--- config.mk ---
export PLATFORM = sky130hd
export DESIGN_NAME = sha256_multiblock
export DESIGN_NICKNAME = d
export VERILOG_FILES = /design/src/rtl/sha256_multiblock.sv
export SDC_FILE = /design/constraint.sdc
export NUM_CORES = 2
export LEC_CHECK = 0
export ABC_AREA = 1
export BUFFER_PORTS_ARGS = -buffer_cell sky130_fd_sc_hd__buf_2
export CAP_MARGIN = 10
export CORE_UTILIZATION = 45
export CTS_BUF_LIST = sky130_fd_sc_hd__clkbuf_8
export CTS_CLUSTER_DIAMETER = 30
export CTS_CLUSTER_SIZE = 14
export DETAILED_ROUTE_END_ITERATION = 7
export GPL_TIMING_DRIVEN = 0
export PLACE_DENSITY = 0.58
export RECOVER_POWER = 25
export SYNTH_ARGS = -nofsm -noshare
export SYNTH_HDL_FRONTEND = slang
export SYNTH_SLANG_ARGS = --single-unit
--- constraint.sdc ---
create_clock -name clk -period 9.6 [get_ports clk]
set_clock_uncertainty 0.05 [all_clocks]
set_input_delay 0 -clock clk [delete_from_list [all_inputs] [get_ports clk]]
set_output_delay 0 -clock clk [all_outputs]
set_load 0.02 [all_outputs]
--- src/rtl/sha256_multiblock.sv ---
// SHA-256 over NUM_OF_WORDS 32-bit words read from a word-addressed memory; digest written back as 8 words.
// Latency: start sampled at T -> done at T+1+82*nb+8; no backpressure, memory answers one cycle after the address.
// Optional build macro SHA256_BSWAP_EN: byte-reverse message words on capture and digest words on write.
module sha256_multiblock #(
    parameter int NUM_OF_WORDS = 20
) (
    input  logic        clk,
    input  logic        reset_n,
    input  logic        start,
    input  logic [15:0] message_addr,
    input  logic [15:0] output_addr,
    output logic        done,
    output logic        mem_clk,
    output logic        mem_we,
    output logic [15:0] mem_addr,
    output logic [31:0] mem_write_data,
    input  logic [31:0] mem_read_data
);
    localparam int NB = (NUM_OF_WORDS + 2) / 16 + 1;
    localparam logic [31:0] NW     = 32'(NUM_OF_WORDS);
    localparam logic [31:0] LAST   = 32'(16 * NB - 1);
    localparam logic [31:0] BITLEN = 32'(NUM_OF_WORDS * 32);
    localparam logic [15:0] LASTB  = 16'(NB - 1);

    if (NUM_OF_WORDS < 1 || NUM_OF_WORDS > 4095) begin : g_bad_len
        $error("NUM_OF_WORDS must be in 1..4095");
    end

    localparam logic [31:0] K [64] = '{
        32'h428a2f98, 32'h71374491, 32'hb5c0fbcf, 32'he9b5dba5, 32'h3956c25b, 32'h59f111f1, 32'h923f82a4, 32'hab1c5ed5,
        32'hd807aa98, 32'h12835b01, 32'h243185be, 32'h550c7dc3, 32'h72be5d74, 32'h80deb1fe, 32'h9bdc06a7, 32'hc19bf174,
        32'he49b69c1, 32'hefbe4786, 32'h0fc19dc6, 32'h240ca1cc, 32'h2de92c6f, 32'h4a7484aa, 32'h5cb0a9dc, 32'h76f988da,
        32'h983e5152, 32'ha831c66d, 32'hb00327c8, 32'hbf597fc7, 32'hc6e00bf3, 32'hd5a79147, 32'h06ca6351, 32'h14292967,
        32'h27b70a85, 32'h2e1b2138, 32'h4d2c6dfc, 32'h53380d13, 32'h650a7354, 32'h766a0abb, 32'h81c2c92e, 32'h92722c85,
        32'ha2bfe8a1, 32'ha81a664b, 32'hc24b8b70, 32'hc76c51a3, 32'hd192e819, 32'hd6990624, 32'hf40e3585, 32'h106aa070,
        32'h19a4c116, 32'h1e376c08, 32'h2748774c, 32'h34b0bcb5, 32'h391c0cb3, 32'h4ed8aa4a, 32'h5b9cca4f, 32'h682e6ff3,
        32'h748f82ee, 32'h78a5636f, 32'h84c87814, 32'h8cc70208, 32'h90befffa, 32'ha4506ceb, 32'hbef9a3f7, 32'hc67178f2
    };
    localparam logic [31:0] H_INIT [8] = '{
        32'h6a09e667, 32'hbb67ae85, 32'h3c6ef372, 32'ha54ff53a,
        32'h510e527f, 32'h9b05688c, 32'h1f83d9ab, 32'h5be0cd19
    };

    typedef enum logic [2:0] {IDLE, LOAD, COMPUTE, UPDATE, WRITE} state_t;

    function automatic logic [31:0] rotr(input logic [31:0] x, input int n);
        return (x >> n) | (x << (32 - n));
    endfunction

`ifdef SHA256_BSWAP_EN
    function automatic logic [31:0] order(input logic [31:0] x);
        return {x[7:0], x[15:8], x[23:16], x[31:24]};
    endfunction
`else
    function automatic logic [31:0] order(input logic [31:0] x);
        return x;
    endfunction
`endif

    function automatic logic [31:0] pad_word(input logic [31:0] idx);
        if (idx == NW)        return 32'h80000000;
        else if (idx == LAST) return BITLEN;
        else                  return 32'h0;
    endfunction

    state_t      state;
    logic [15:0] blk;
    logic [6:0]  cnt;
    logic [31:0] hv [8];
    logic [31:0] wk [8];
    logic [31:0] w  [16];

    logic [31:0] cur_idx, cap_idx, t1, t2, w_new;
    logic [3:0]  widx;

    // cur_idx: word addressed this LOAD cycle; cap_idx: word whose data arrives now
    assign cur_idx = {12'b0, blk, 4'b0} + 32'(cnt);
    assign cap_idx = cur_idx - 32'd1;
    assign widx    = 4'(cnt - 7'd1);

    assign t1 = wk[7] + (rotr(wk[4], 6) ^ rotr(wk[4], 11) ^ rotr(wk[4], 25))
              + ((wk[4] & wk[5]) ^ (~wk[4] & wk[6])) + K[cnt[5:0]] + w[0];
    assign t2 = (rotr(wk[0], 2) ^ rotr(wk[0], 13) ^ rotr(wk[0], 22))
              + ((wk[0] & wk[1]) ^ (wk[0] & wk[2]) ^ (wk[1] & wk[2]));
    assign w_new = (rotr(w[14], 17) ^ rotr(w[14], 19) ^ (w[14] >> 10)) + w[9]
                 + (rotr(w[1], 7) ^ rotr(w[1], 18) ^ (w[1] >> 3)) + w[0];

    always_ff @(posedge clk or negedge reset_n) begin
        if (!reset_n) begin
            state <= IDLE;
            blk   <= '0;
            cnt   <= '0;
        end else begin
            case (state)
                IDLE: if (start) begin
                    blk   <= '0;
                    cnt   <= '0;
                    state <= LOAD;
                end
                LOAD: if (cnt == 7'd16) begin
                    cnt   <= '0;
                    state <= COMPUTE;
                end else begin
                    cnt <= cnt + 7'd1;
                end
                COMPUTE: if (cnt == 7'd63) begin
                    cnt   <= '0;
                    state <= UPDATE;
                end else begin
                    cnt <= cnt + 7'd1;
                end
                UPDATE: begin
                    cnt <= '0;
                    if (blk == LASTB) begin
                        state <= WRITE;
                    end else begin
                        blk   <= blk + 16'd1;
                        state <= LOAD;
                    end
                end
                WRITE: if (cnt == 7'd7) begin
                    cnt   <= '0;
                    state <= IDLE;
                end else begin
                    cnt <= cnt + 7'd1;
                end
                default: state <= IDLE;
            endcase
        end
    end

    always_ff @(posedge clk) begin
        case (state)
            IDLE: if (start) begin
                for (int i = 0; i < 8; i++) hv[i] <= H_INIT[i];
            end
            LOAD: if (cnt == 7'd0) begin
                for (int i = 0; i < 8; i++) wk[i] <= hv[i];
            end else begin
                w[widx] <= (cap_idx < NW) ? order(mem_read_data) : pad_word(cap_idx);
            end
            COMPUTE: begin
                for (int i = 0; i < 15; i++) w[i] <= w[i + 1];
                w[15] <= w_new;
                for (int i = 1; i < 8; i++) wk[i] <= wk[i - 1];
                wk[4] <= wk[3] + t1;
                wk[0] <= t1 + t2;
            end
            UPDATE: begin
                for (int i = 0; i < 8; i++) hv[i] <= hv[i] + wk[i];
            end
            default: ;
        endcase
    end

    assign done           = (state == IDLE);
    assign mem_clk        = clk;
    assign mem_we         = (state == WRITE);
    assign mem_write_data = order(hv[cnt[2:0]]);

    always_comb begin
        mem_addr = 16'h0;
        if (state == WRITE)
            mem_addr = output_addr + 16'(cnt[2:0]);
        else if (state == LOAD && cnt < 7'd16 && cur_idx < NW)
            mem_addr = message_addr + 16'({blk, 4'b0}) + 16'(cnt[3:0]);
    end
endmodule

==> results.yml <==
status:
  outcome: "complete, but fails checks"
  violations: "capacitance limit, slew limit"
timing:
  tightest_slew_ns: 3.80
  setup_viol: 0
  slew_headroom: -1.53
  max_freq_mhz: 106
  drv_slew: 292
  finalHoldViolCount: 0
  grt_setup_unrepaired: "false"
  fin_crit_sh: 0.982
  period_minus_slack_ns: 9.43
setup_path:
  path_class: "reg -> reg"
  slowest_stage: "xnor2_2"
  rr_startpoint: "cnt[0]"
  r2r-end: "wk[0][21]"
  r2r_cells: 32
  required_ns: 10.48
  cpMostUsedCell: "nand2_1"
  startpoint: "cnt[0]"
  r2r_slack_ns: 0.17
  cp_max_fo: 17
  cp-start-kind: "flop"
  cp.arrival_ns: 10.30
  critPathMaxStageDelay_ns: 0.60
  critPathCaptureType: "flop"
cells_and_area:
  syn2layout_area_growth_pct: 16.2
  nets: 10100
  drive_above_1_share: 0.130
  final_cells: 11900
  final.fill_count: 16000
floorplan:
  num_rows: 150
  initial_utilization: 0.453
  fp.dieW_um: 412
  dieArea_um2: 170000
  io_pins: 118
  fp.coreArea_um2: 167000
  die_y_um: 412
synthesis:
  synth_flop_cell: "edfxtp_1"
  synth_top_area_frac: 0.406
  synth-seq-cells: 1050
  synthCells: 8841
  yosys_warnings: 0
  synth_edf_count: 1024
  ys_seq_area_frac: 0.415
  ys_types: 70
  synthTopCellsByArea: "edfxtp_1 41%, nand2_1 10%, ha_1 6.9%"
  syn_area_um2: 75700
  synth_area_leader_cell: "edfxtp_1"
  avgSynthCellArea_um2: 8.56
  async_reset_ff_frac: 0.0248
  synth_fp_nets: 9521
global_route:
  globalRouteOverflowTotal: 0
  antenna_found_initial: 22
  grt_pass1_vias: 65500
  grt_max_degree: 64
  grt_use_total: 0.392
  grt_pass1_wl_um: 471000
min_path:
  hold_depth: 5
  min_path_type: "in -> reg"
  hold_path_end: "w[10][31]"
  worstHoldStart: "mem_read_data[31]"
detailed_routing:
  drt-initial-drc-count: 9555
  remaining_drc_errors: 0
  vias: 69900
  vias_per_cell: 5.90
  drt-total-wl_um: 338000
  ant_nets: 0
  wl_per_cell_um: 28.5
  first_pass_iters: 6
clocking:
  cts_tree: "built"
  clk_latency_ns: 1.22
  clk_pin_slew_worst_paths_ns: 0.06
placed_design:
  port_buffers: 117
  hpwl_um: 267000
  gp_congestion: 1.08
  dp.cells: 11200
run:
  maxCapViolations: 9
-- cell families after synthesis --
logic type / count (synthesis) / share of synthesized area
AOI/OAI and AO/OA: 1993 / 0.148
adders and majority gates: 613 / 0.121
xor gates and xnor gates: 365 / 0.0423
muxes: 16 / 0.00223
and+or+nand+nor: 3452 / 0.201
buffers and inverters: 1352 / 0.0712
DFF: 1050 / 0.415
-- critical path, delay by kind of cell (launching register included) --
family	cells	cell delay [ns]
XOR/XNOR	1	0.60
AO/OA/AOI/OAI	8	2.46
AND/OR/NAND/NOR	8	0.98
adder cells (fa/ha/maj)	7	3.17
flip-flops	1	0.47
buffers and inverters	8	1.46
-- cell usage after synthesis, drive strengths merged (9+ instances only) --
cell	number
inv	1039
xnor2	173
o2111ai	29
nand2	2344
o21a	75
nand3b	13
a221oi	22
xor2	192
a21boi	12
nand4	48
a21o	61
a31oi	41
dfrtp	26
nand3	321
clkbuf	250
o22ai	56
o221ai	19
nor2	523
nor4	23
ha	415
fa	198
edfxtp	1024
a21oi	762
nor3	94
a22oi	32
o21ai	751
or2	69
o31ai	13
o21bai	42
mux2i	9
o211ai	43
a211oi	9
buf	59
-- layout by cell type, fill, tap and decap left out, types with 286 or more instances in the layout --
cell,synthesis,final
clkbuf_8,0,320
nand2_1,2040,2035
ha_1,415,410
a21oi_1,762,751
nand3_1,289,286
inv_1,1025,1054
o21ai_0,748,719
nor2_1,505,491
edfxtp_1,1024,1024
nand2_2,302,306
-- routing by layer --
metal  track usage  up-vias  share of wire  routed length, µm
met5             0        -        0.00044                149
met2         0.561     4062           0.41             139000
li1              -    31200              -                  -
met1         0.550    33800           0.42             141000
met3         0.103      781           0.12              39000
met4         0.181       22          0.055              18400
-- sequential cells by signal (all words and copies together), names as in the netlist --
| register | flops |
|---|---|
| blk | 16 |
| hv | 256 |
| w | 512 |
| state | 3 |
| cnt | 7 |
| wk | 256 |
-- worst max path at each step --
stage           endpoint  slack [ns]
6_report       wk[0][21]        0.17
5_1_grt        wk[0][31]       0.002
4_1_cts        wk[0][31]        0.02
3_5_place_dp   wk[0][27]       -2.95
3_3_place_gp     blk[14]       -7.39
2_1_floorplan    blk[14]        0.90
-- timing repair --
action | 4_1_cts | 5_1_grt
endpoints found under the setup margin | 53 | 28
pin swaps | 9 | 13
buffers inserted | 21 | 7
hold buffers | 69 | 0
endpoints found under the hold margin | 663 | 0
gates resized for setup | 100 | 53
-- final cells by class --
class                           instances  area (µm²)  share of cell area
Antenna cell                            8        20.0            0.000228
Buffer                                305        1500              0.0170
Clock buffer                          320        4400              0.0500
Clock inverter                        214        2090              0.0238
Inverter                             1043        3940              0.0448
Multi-Input combinational cell       6439       39700               0.451
Sequential cell                      1050       31400               0.357
Tap cell                             2204        2760              0.0313
Timing Repair Buffer                  267        2210              0.0252
-- through the flow --
| step | hold WS (ns) | instance area (µm²) | setup slack, ns | util | TNS [ns] |
|---|---|---|---|---|---|
| floorplan | -0.346 | 75700 | 0.897 | - | 0 |
| global placement | 0.0130 | 79000 | -7.39 | 0.473 | -2808.41 |
| detailed placement | 0.0152 | 80100 | -2.95 | 0.480 | -105.91 |
| CTS | 0.0340 | 87900 | 0.0240 | 0.526 | 0 |
| global route | 0.0506 | 88000 | 0.00155 | 0.527 | 0 |
| finish | 0.127 | 88000 | 0.175 | 0.527 | 0 |
Power is not shown: default switching activity piles up to over one toggle a cycle in this logic, so the estimate is an artifact.
